## src/rtl/antitheft_ctrl_n.sv

```systemverilog
// Vehicle anti-theft controller: entry delay, siren timeout with silent mode after
// repeated alarms, passive re-arm, and a fuel-pump immobiliser.
module antitheft_ctrl_n #(
  parameter int N_DOORS    = 4,
  parameter int TW         = 5,
  parameter int T_DRV      = 8,
  parameter int T_PASS     = 15,
  parameter int T_ALARM    = 10,
  parameter int T_ARM      = 6,
  parameter int MAX_ALARMS = 3
) (
  input  logic               clock,
  input  logic               reset,
  input  logic               one_hz_enable,
  input  logic               ignition,
  input  logic [N_DOORS-1:0] door,
  input  logic               hidden_switch,
  input  logic               brake,
  output logic               siren,
  output logic               status,
  output logic               fuel_pump,
  output logic [2:0]         state,
  output logic [TW-1:0]      remaining
);

  localparam int AW = (MAX_ALARMS < 1) ? 1 : $clog2(MAX_ALARMS + 1);

  if (N_DOORS < 1 || N_DOORS > 8) begin : g_bad_doors
    $error("antitheft_ctrl_n: N_DOORS out of range");
  end
  if (T_DRV < 1 || T_DRV >= (1 << TW) || T_PASS < 1 || T_PASS >= (1 << TW) ||
      T_ALARM < 1 || T_ALARM >= (1 << TW) || T_ARM < 1 || T_ARM >= (1 << TW)) begin : g_bad_delay
    $error("antitheft_ctrl_n: delay parameter does not fit timer");
  end

  typedef enum logic [2:0] {
    ARMED = 3'd0, TRIGGERED = 3'd1, ALARM = 3'd2, DISARMED = 3'd3,
    WAIT_OPEN = 3'd4, WAIT_CLOSE = 3'd5, ARM_DELAY = 3'd6
  } state_t;

  state_t        cur, nxt;
  logic [TW-1:0] count, load_val;
  logic [AW-1:0] alarm_cnt, alarm_nxt;
  logic          expired, any_door, timed;

  assign expired  = (count == '0);
  assign any_door = |door;
  assign timed    = (cur == TRIGGERED) || (cur == ALARM) || (cur == ARM_DELAY);

  always_comb begin
    nxt       = cur;
    load_val  = '0;
    alarm_nxt = alarm_cnt;
    case (cur)
      ARMED: begin
        if (ignition) nxt = DISARMED;
        else if (door[0]) begin
          nxt = TRIGGERED; load_val = TW'(T_DRV);
        end else if (any_door) begin
          nxt = TRIGGERED; load_val = TW'(T_PASS);
        end
      end
      TRIGGERED: begin
        if (ignition) nxt = DISARMED;
        else if (expired) begin
          nxt = ALARM; load_val = TW'(T_ALARM);
        end
      end
      ALARM: begin
        // Timeout beats ignition so a thief cannot cut the alarm short.
        if (expired) begin
          nxt = ARMED;
          if (alarm_cnt < AW'(MAX_ALARMS)) alarm_nxt = alarm_cnt + 1'b1;
        end else if (ignition) nxt = DISARMED;
      end
      DISARMED:  if (!ignition) nxt = WAIT_OPEN;
      WAIT_OPEN: begin
        if (ignition) nxt = DISARMED;
        else if (door[0]) nxt = WAIT_CLOSE;
      end
      WAIT_CLOSE: begin
        if (ignition) nxt = DISARMED;
        else if (!any_door) begin
          nxt = ARM_DELAY; load_val = TW'(T_ARM);
        end
      end
      ARM_DELAY: begin
        if (ignition) nxt = DISARMED;
        else if (any_door) nxt = WAIT_CLOSE;
        else if (expired) nxt = ARMED;
      end
      default: nxt = ARMED;
    endcase
    if (nxt == DISARMED) alarm_nxt = '0;
  end

  always_ff @(posedge clock) begin
    if (reset) begin
      cur       <= ARMED;
      count     <= '0;
      alarm_cnt <= '0;
      status    <= 1'b0;
      siren     <= 1'b0;
      fuel_pump <= 1'b0;
    end else begin
      cur       <= nxt;
      alarm_cnt <= alarm_nxt;
      // Any state change reloads the timer; untimed states load 0.
      if (nxt != cur) count <= load_val;
      else if (timed && one_hz_enable && !expired) count <= count - 1'b1;

      if (nxt == TRIGGERED || nxt == ALARM) status <= 1'b1;
      else if (nxt == ARMED && cur == ARMED) status <= status ^ one_hz_enable;
      else status <= 1'b0;

      siren <= (nxt == ALARM) && (alarm_nxt < AW'(MAX_ALARMS));

      if (nxt != DISARMED || !ignition) fuel_pump <= 1'b0;
      else if (cur == DISARMED && hidden_switch && brake) fuel_pump <= 1'b1;
    end
  end

  assign state     = cur;
  assign remaining = count;

endmodule

```

## config.mk

```make
export PLATFORM = sky130hd
export DESIGN_NAME = antitheft_ctrl_n
export DESIGN_NICKNAME = d
export VERILOG_FILES = /design/src/rtl/antitheft_ctrl_n.sv
export SDC_FILE = /design/constraint.sdc
export NUM_CORES = 1
export LEC_CHECK = 0
export BUFFER_PORTS_ARGS = -buffer_cell sky130_fd_sc_hd__buf_2
export CAP_MARGIN = 20
export CELL_PAD_IN_SITES_DETAIL_PLACEMENT = 1
export CELL_PAD_IN_SITES_GLOBAL_PLACEMENT = 2
export CORE_UTILIZATION = 31
export CTS_BUF_LIST = sky130_fd_sc_hd__clkbuf_4 sky130_fd_sc_hd__clkbuf_8
export DETAILED_ROUTE_END_ITERATION = 16
export PLACE_DENSITY_LB_ADDON = 0.1
export RECOVER_POWER = 100
export SYNTH_ARGS = -nofsm -noshare
export SYNTH_HDL_FRONTEND = slang
export SYNTH_SLANG_ARGS = --single-unit
export TNS_END_PERCENT = 20
```

## constraint.sdc

```tcl
create_clock -name clock -period 2.2 [get_ports clock]
set_input_delay 0.44 -clock clock [delete_from_list [all_inputs] [get_ports clock]]
set_output_delay 0.44 -clock clock [all_outputs]
set_load 0.005 [all_outputs]
```

; Yosys cells after proc, flatten, opt, wreduce, memory -nomap -nowiden
; Cells that the tools add are included.
; W data, S select, Z words.
[word_totals]
word_cells = 72
ff_bits = 13
[op_classes]
mux = 32
n_bitwise = 1
magnitude_cmp = 2
reduce_logical = 18
eq_ne = 11
n_addsub = 2
[ops]
columns = op, n
row1 = $mux W3, 17
row2 = $pmux W3 S7, 1
row3 = $mux W4, 5
row4 = $eq A3 B2 Y1 const B, 4
row5 = $pmux W4 S3, 1
row6 = $mux W5, 2
row7 = $eq A3 B3 Y1 const B, 3
row8 = $mux W2, 4
row9 = $eq A3 B1 Y1 const B, 2
row10 = $logic_and A1 B1 Y1, 6
row11 = $logic_not A3 Y1, 2
row12 = $logic_not A5 Y1, 1
row13 = $sub A5 B1 Y5 const B, 1
row14 = $logic_or A1 B1 Y1, 4
row15 = $lt A2 B2 Y1 const B, 2
row16 = $reduce_or A4 Y1, 1
row17 = $ne A3 B2 Y1 const B, 1
row18 = $ne A3 B3 Y1, 1
row19 = $add A2 B1 Y2 const B, 1
row20 = $logic_not A1 Y1, 2
row21 = $mux W1, 2
row22 = $reduce_bool A2 Y1, 1
row23 = $reduce_or A2 Y1, 1
row24 = $xor A1 B1 Y1, 1

; Depth between registers and ports, before layout
; Gate-level depths: netlist (run 1).
[logic_depth]
depth_word = 9
depth_mapped = 8

; Least setup slack after synthesis (run 1)
; Ideal clock, no wire load.
[synth_path]
kind = input to register
start = input door[1]
end = register count[3], in the netlist remaining[3]
arrival_time_ns = 1.950
cell_stages = 6
slack_ns = 0.131
setup_time_ns = 0.119
required_time_ns = 2.081
cell_sequence = or4_4 or4_4 nand4_2 nand2_2 o22a_1 o221a_1
[synth_between]
elab_chain_cells = 7
elab_cells_between_ends = 16
[synth_lines]
columns = element, line_no
row1 = start: declaration, 16  ; input logic [N_DOORS-1:0] door,
row2 = $reduce_or A4 Y1 *, 47  ; assign any_door = |door;
row3 = $mux W3, 59  ; end else if (any_door) begin
row4 = $mux W3, 57  ; else if (door[0]) begin
row5 = $mux W3, 56  ; if (ignition) nxt = DISARMED;
row6 = $pmux W3 S7, 54  ; case (cur)
row7 = $ne A3 B3 Y1, 109  ; if (nxt != cur) count <= load_val;
row8 = $mux W5 / $reduce_bool A2 Y1 (equally long branches), -
row9 = end signal: assignment, 109
row10 = end signal: assignment, 110  ; else if (timed && one_hz_enable && !expired) count <= count - 1'b1;
row11 = end: declaration, 42  ; logic [TW-1:0] count, load_val;
; Every way passes the cells marked *; elsewhere a longest branch is shown, timed or not.
; A chain may end at the register's enable or synchronous reset.

; Worst setup path in the final report (run 1)
[layout_path]
start = register count[0], in the netlist remaining[0]
end = register count[3], in the netlist remaining[3]
[layout_between]
elab_chain_cells = 7
elab_cells_between_ends = 18
[layout_lines]
columns = element, line_no
row1 = $logic_not A5 Y1, 46  ; assign expired = (count == '0);
row2 = $mux W3, 90  ; else if (expired) nxt = ARMED;
row3 = $mux W3, 89  ; else if (any_door) nxt = WAIT_CLOSE;
row4 = $mux W3, 88  ; if (ignition) nxt = DISARMED;
row5 = $pmux W3 S7, 54
row6 = $ne A3 B3 Y1, 109
row7 = $mux W5 / $reduce_bool A2 Y1 (equally long branches), -
; Parallel ways exist; a longest one is shown, timed or not. The select of a mux whose other input is x is not followed.

==> reports/metrics.yaml, run 1 <==
avgSynthCellArea_um2: 7.75
fin_ws_ps: 158
ys.flop_type: "dfxtp_1"
setup_viol: 0
via_per_inst: 5.35
critPathBufInv: 1
dpl_worst_slack_ps: -9.31
fin_skew_ps: 4.47
maxCapViolations: 0
io_buffer_count: 20
power_per_cell_area_nw_per_um2: 881
r2r-end: "remaining[3]"
min_to: "remaining[0]"
yosysUniqueCellTypes: 44
vias: 968
clkLatencyLatePin_ps: 290
synth_edf_count: 0
initial_core_util: 0.334
drc: 4
netlist_top_cells_count: "nor2_1, dfxtp_1, a21oi_1, nand2_1, nor3_1"
hold_viol: 0
syn_nets: 133
r2r_slack_ps: 160
critPathMaxFanout: 3
multi_input_area_um2: 649
clock.fmax_mhz: 490
drtIter0Drc: 19
period_needed_ps: 2040
cts_tree: "yes"
crit_path_start: "remaining[0]"
placed_area_um2: 1140
cp-end-kind: "flop"
cts_root_buf: "clkbuf_4"
die_w_um: 57.0
wl_um: 2640
worst_path_max_delay_cell: "or4b_4"
reg2regPathDepth: 8
grt_overflow: 0
ys_seq_area_frac: 0.278
status: "finished with violations"
final_cell_area_um2: 1180
p_clk_frac: 0.151
postRouteAntennaNets: 0
cts_hold_buffers: 0
rsz0062_at_grt: "no"
dpl.hpwl_um: 2010
path_clk_slew_ps: 90
async_flop_share: 0
synth_largest_area_cell: "dfxtp_1"
synth_area_um2: 937
cp_data_required_time_ps: 2390
fin_util: 0.420
synth.most_common_cell: "nor2_1"
power_w: 0.00104
whs_path_depth: 2
p_int_w: 0.000600
cts_sinks: 13
drtPass1Iterations: 10
die_h_um: 57.0
fp.coreArea_um2: 2810
leakage_nw: 0.494
finalWeightedCongestion: 0.795
ff_latch_area_um2: 260
violations: "design-rule violations"
area_delta_synth_final_pct: 25.8
cts_buffer_depth: 2
ys_ff_latch: 13
fin_cells: 181
diodes: 0
fill_cells: 368
nNetsFinal: 163
ys.warnings.count: 0
power_switching_w: 0.000437
critical-path-max-stage-delay_ps: 500
syn_inst: 121
io-pin-count: 21
worstHoldStart: "reset"
pwr-share-seq: 0.308
crit_family: "compound AO/OA/AOI/OAI gates"
grt_max_degree: 19
tightest_slew_ps: 474
relSlewSlack: 0.683
startpoint_type: "flop"
ys_top_cells_by_area: "dfxtp_1, nor2_1, a21oi_1"
vdd_drop_max_mv: 0.510
ctsHtreeMaxLevel: 1
finalMaxSlewViolations: 0
hp-class: "primary input to flop"
grt_pass1_wl_um: 4570
rows: 19
worst-setup-path-type: "flop to flop"
dieArea_um2: 3250
drive_gt1_frac: 0.313
critPathArrivalTime_ps: 2230
p_sw_frac: 0.421
finalCritPeriodShare: 0.928
combPwrFrac: 0.542
synth_top_area_share: 0.278
r2r-start: "remaining[0]"
cts_resized: 0
crit_chain: "inv_1, ha_2, or4b_4, a21oi_1, a211o_2, nand2_2, o22a_1, o221a_1"
grt_pass1_vias: 998
dp.cells: 177
numCtsBuffers: 3
track_usage: 0.178
wl_per_cell_um: 14.6
antenna_found_initial: 0
post_cts_buffers: 0
-- worst max-delay path by stage --
stage / endpoint / slack, ps / depth (start not counted)
2_1_floorplan: remaining[3] / 130 / 6
3_3_place_gp: remaining[3] / 10 / 7
3_5_place_dp: remaining[3] / -9 / 7
4_1_cts: status / 20 / 8
5_1_grt: remaining[1] / 6 / 8
6_report: remaining[3] / 160 / 8
-- flip-flops by register name, indices dropped and copies added, names as in the netlist --
| register | count |
|---|---|
| siren | 1 |
| state | 3 |
| alarm_cnt | 2 |
| status | 1 |
| remaining | 5 |
| fuel_pump | 1 |
-- power by group through the flow --
stage | Combinational (W) | Sequential (W) | Clock (W)
6_report | 0.000562 | 0.000319 | 0.000156
2_1_floorplan | 0.000360 | 0.000317 | 0
4_1_cts | 0.000554 | 0.000320 | 0.000161
3_3_place_gp | 0.000544 | 0.000324 | 0
5_1_grt | 0.000622 | 0.000327 | 0.000173
3_5_place_dp | 0.000549 | 0.000326 | 0
-- placed cells by master, fill, tap and decap left out, types with 2 or more instances in the layout --
cell type | netlist | layout
buf_2 | 2 | 18
nor2_1 | 14 | 14
dfxtp_1 | 13 | 13
a21oi_1 | 10 | 9
buf_4 | 0 | 9
nand2_1 | 8 | 8
nor3_1 | 8 | 8
inv_1 | 6 | 6
clkbuf_1 | 4 | 6
nand2b_1 | 5 | 5
xnor2_1 | 4 | 4
o21ai_0 | 4 | 3
o21a_1 | 3 | 3
clkbuf_4 | 0 | 3
o22ai_1 | 2 | 2
nor3_2 | 2 | 2
or4_4 | 2 | 2
nor2b_1 | 2 | 2
or3_1 | 2 | 2
a31oi_1 | 2 | 2
-- stage by stage --
step | TNS, ps | hold WS, ps
floorplan | 0 | 453
global placement | 0 | 474
detailed placement | -9.31 | 502
CTS | 0 | 419
global route | 0 | 431
finish | 0 | 431
-- per-layer routing --
metal  up-vias  routed length [um]  GRT usage  share of wire
met5         -                   0          0              0
met2        19                1280      0.304           0.49
met1       448                1230      0.227           0.47
li1        498                   -          -              -
met4         0                  15     0.0314         0.0057
met3         3                 111     0.0476          0.042
-- cell type report --
| class | count | share of cell area |
|---|---|---|
| Sequential cell | 13 | 0.221 |
| Clock inverter | 1 | 0.00425 |
| Timing Repair Buffer | 33 | 0.153 |
| Inverter | 6 | 0.0191 |
| Multi-Input combinational cell | 94 | 0.551 |
| Tap cell | 31 | 0.0329 |
| Clock buffer | 3 | 0.0191 |
-- cells by family (layout without fill, tap and decap cells) --
group / count (synthesis) / count (layout) / share of synthesized area
adder cells (fa/ha/maj): 2 / 2 / 0.0267
AO/OA/AOI/OAI: 32 / 32 / 0.232
AND/OR/NAND/NOR: 56 / 56 / 0.367
flip-flops: 13 / 13 / 0.278
XOR/XNOR: 4 / 4 / 0.0374
buffers and inverters: 14 / 43 / 0.0587
No activity file was read; power rests on OpenSTA's default activity.
==> inputs of run 2 (changes only) <==
--- a/config.mk
+++ b/config.mk
@@ -5,10 +5,11 @@
 export SDC_FILE = /design/constraint.sdc
 export NUM_CORES = 1
 export LEC_CHECK = 0
-export BUFFER_PORTS_ARGS = -buffer_cell sky130_fd_sc_hd__buf_2
+export BUFFER_PORTS_ARGS = -buffer_cell sky130_fd_sc_hd__clkbuf_2
 export CAP_MARGIN = 20
 export CELL_PAD_IN_SITES_DETAIL_PLACEMENT = 1
 export CELL_PAD_IN_SITES_GLOBAL_PLACEMENT = 2
+export CORE_MARGIN = 2
 export CORE_UTILIZATION = 31
 export CTS_BUF_LIST = sky130_fd_sc_hd__clkbuf_4 sky130_fd_sc_hd__clkbuf_8
 export DETAILED_ROUTE_END_ITERATION = 16
==> run 2 against run 1 <==
The run still ends with design-rule violations left; combinational power up 1%; first-iteration DRC count decreased by 32%; largest cell class unchanged; power increased by 0.87%; cell area is 1.3% higher; clock power about the same; highest routed layer is now met3; sequential power increased by 2%; register-to-register slack got worse by 50 ps; global-route usage down 0.84 points.
==> reports/metrics.yaml, run 2 (synthesis gave the netlist of run 1 again) <==
grt_overflow: 0  # unchanged
fp.coreArea_um2: 2810  # unchanged
placed_area_um2: 1150  # +0.66%
vdd_drop_max_mv: 0.433  # -15%
worstHoldStart: "reset"
power_switching_w: 0.000430  # -1.8%
rsz0062_at_grt: "yes"
leakage_nw: 0.517  # +4.8%
ctsHtreeMaxLevel: 1  # unchanged
finalCritPeriodShare: 0.952  # +0.0240
pwr-share-seq: 0.310  # +0.002
finalWeightedCongestion: 0.789  # -0.78%
postRouteAntennaNets: 0  # unchanged
worst_path_max_delay_cell: "or4_4"
vias: 981  # +1.3%
final_common_cell: "clkbuf_2"
grt_pass1_vias: 971  # -2.7%
cp-end-kind: "flop"
track_usage: 0.169  # -0.00838
antenna_found_initial: 0  # unchanged
reg2regPathDepth: 9  # +1
dieArea_um2: 3480  # +7.1%
cp_data_required_time_ps: 2380  # about the same
tightest_slew_ps: 485  # +11.2 ps
r2r_slack_ps: 100  # -50 ps
drc: 2  # -2
critPathArrivalTime_ps: 2280  # +50 ps
rows: 19  # unchanged
p_clk_frac: 0.148  # -0.003
drtPass1Iterations: 9  # -1
r2r-start: "remaining[1]"
setup_viol: 0  # unchanged
nNetsFinal: 165  # +1.2%
die_h_um: 59.0  # +3.5%
die_w_um: 59.0  # +3.5%
r2r-end: "remaining[3]"
combPwrFrac: 0.542  # about the same
drive_gt1_frac: 0.349  # +0.0354
hp-class: "primary input to flop"
cts_hold_buffers: 0  # unchanged
fin_skew_ps: 2.15  # -2.32 ps
violations: "design-rule violations"
power_w: 0.00105  # +0.87%
cts_buffer_depth: 2  # unchanged
largest_register_ffs: 5  # unchanged
worst-setup-path-type: "flop to flop"
cts_sinks: 13  # unchanged
whs_path_depth: 2  # unchanged
p_int_w: 0.000617  # +2.8%
min_to: "remaining[0]"
io-pin-count: 21  # unchanged
area_delta_synth_final_pct: 27.4
diodes: 0  # unchanged
final_cell_area_um2: 1190  # +1.3%
wl_um: 2710  # +2.7%
finalMaxSlewViolations: 0  # unchanged
cts_tree: "yes"
period_needed_ps: 2100  # +52.9 ps
status: "finished with violations"
critical-path-max-stage-delay_ps: 470  # -30 ps
relSlewSlack: 0.675  # -0.00751
path_clk_slew_ps: 90  # about the same
dpl.hpwl_um: 2090  # +4.1%
wl_per_cell_um: 14.8  # +1.6%
maxCapViolations: 0  # unchanged
numCtsBuffers: 3  # unchanged
layout_common_cells: "clkbuf_2, buf_4, nor2_1"
hold_viol: 0  # unchanged
clock.fmax_mhz: 477  # -2.5%
io_buffer_count: 20  # unchanged
critPathMaxFanout: 7  # +4
cts_root_buf: "clkbuf_4"
startpoint_type: "flop"
initial_core_util: 0.334  # unchanged
via_per_inst: 5.36  # +0.24%
drtIter0Drc: 13  # -6
clkLatencyLatePin_ps: 280  # about the same
grt_max_degree: 19  # unchanged
grt_pass1_wl_um: 4560  # -0.31%
power_per_cell_area_nw_per_um2: 877  # -0.40%
p_sw_frac: 0.410  # -0.0111
crit_chain: "inv_1, ha_2, nor4b_4, buf_4, or4_4, nand4_2, nand2_2, o22a_1, o221a_1"
-- run 2: cell types whose count changed in the layout (fill, tap and decap cells not counted), sizes merged --
cell	change
buf	-12
clkbuf	+14
-- run 2: area by class of cell --
cell class / instances / area (um^2)
tap: 31 / 38.8
fill: 375 / 1610
clock inverter: 1 / 5.00
clock buffer: 3 / 22.5
sequential: 13 / 263
timing repair buffer: 35 / 211
multi-input combinational: 94 / 631
inverter: 6 / 22.5
-- run 2: critical path: cells and delay by family (launching register included) --
family,cells,cell delay (ps)
adder cells (fa/ha/maj),1,190
buffers and inverters,2,220
AND/OR/NAND/NOR,4,790
flip-flops,1,360
AO/OA/AOI/OAI,2,430
-- run 2: metrics by stage --
stage,util,TNS [ps],hold WS (ps),worst slack [ps],instances
6_report,0.426,0,444,105,183
5_1_grt,0.426,0,444,0.0209,183
4_1_cts,0.419,0,438,24.9,182
3_5_place_dp,0.409,-14.8,502,-14.8,178
3_3_place_gp,0.409,0,473,24.0,178
2_1_floorplan,-,0,453,131,121
-- run 2: power groups by stage --
stage	Sequential (W)	Combinational (W)	Clock (W)
6_report	0.000324	0.000568	0.000155
3_5_place_dp	0.000328	0.000545	0
4_1_cts	0.000323	0.000550	0.000162
3_3_place_gp	0.000325	0.000539	0
2_1_floorplan	0.000317	0.000360	0
5_1_grt	0.000334	0.000630	0.000175
-- run 2: layer usage --
metal	share of wire	up-vias	track usage
li1	-	498	-
met1	0.46	465	0.226
met2	0.50	18	0.287
met3	0.040	0	0.0393
met4	0	0	0.0195
met5	0	-	0
-- run 2: repair_timing --
action	in CTS	in global routing
buffers inserted	0	1
setup endpoints to repair	0	7
gates resized for setup	0	4
-- run 2: worst max-delay path by stage --
stage,start,to
floorplan,door[1],remaining[3]
global route,remaining[0],status
CTS,remaining[1],remaining[1]
finish,remaining[1],remaining[3]
detailed placement,door[1],remaining[3]
global placement,door[1],remaining[3]
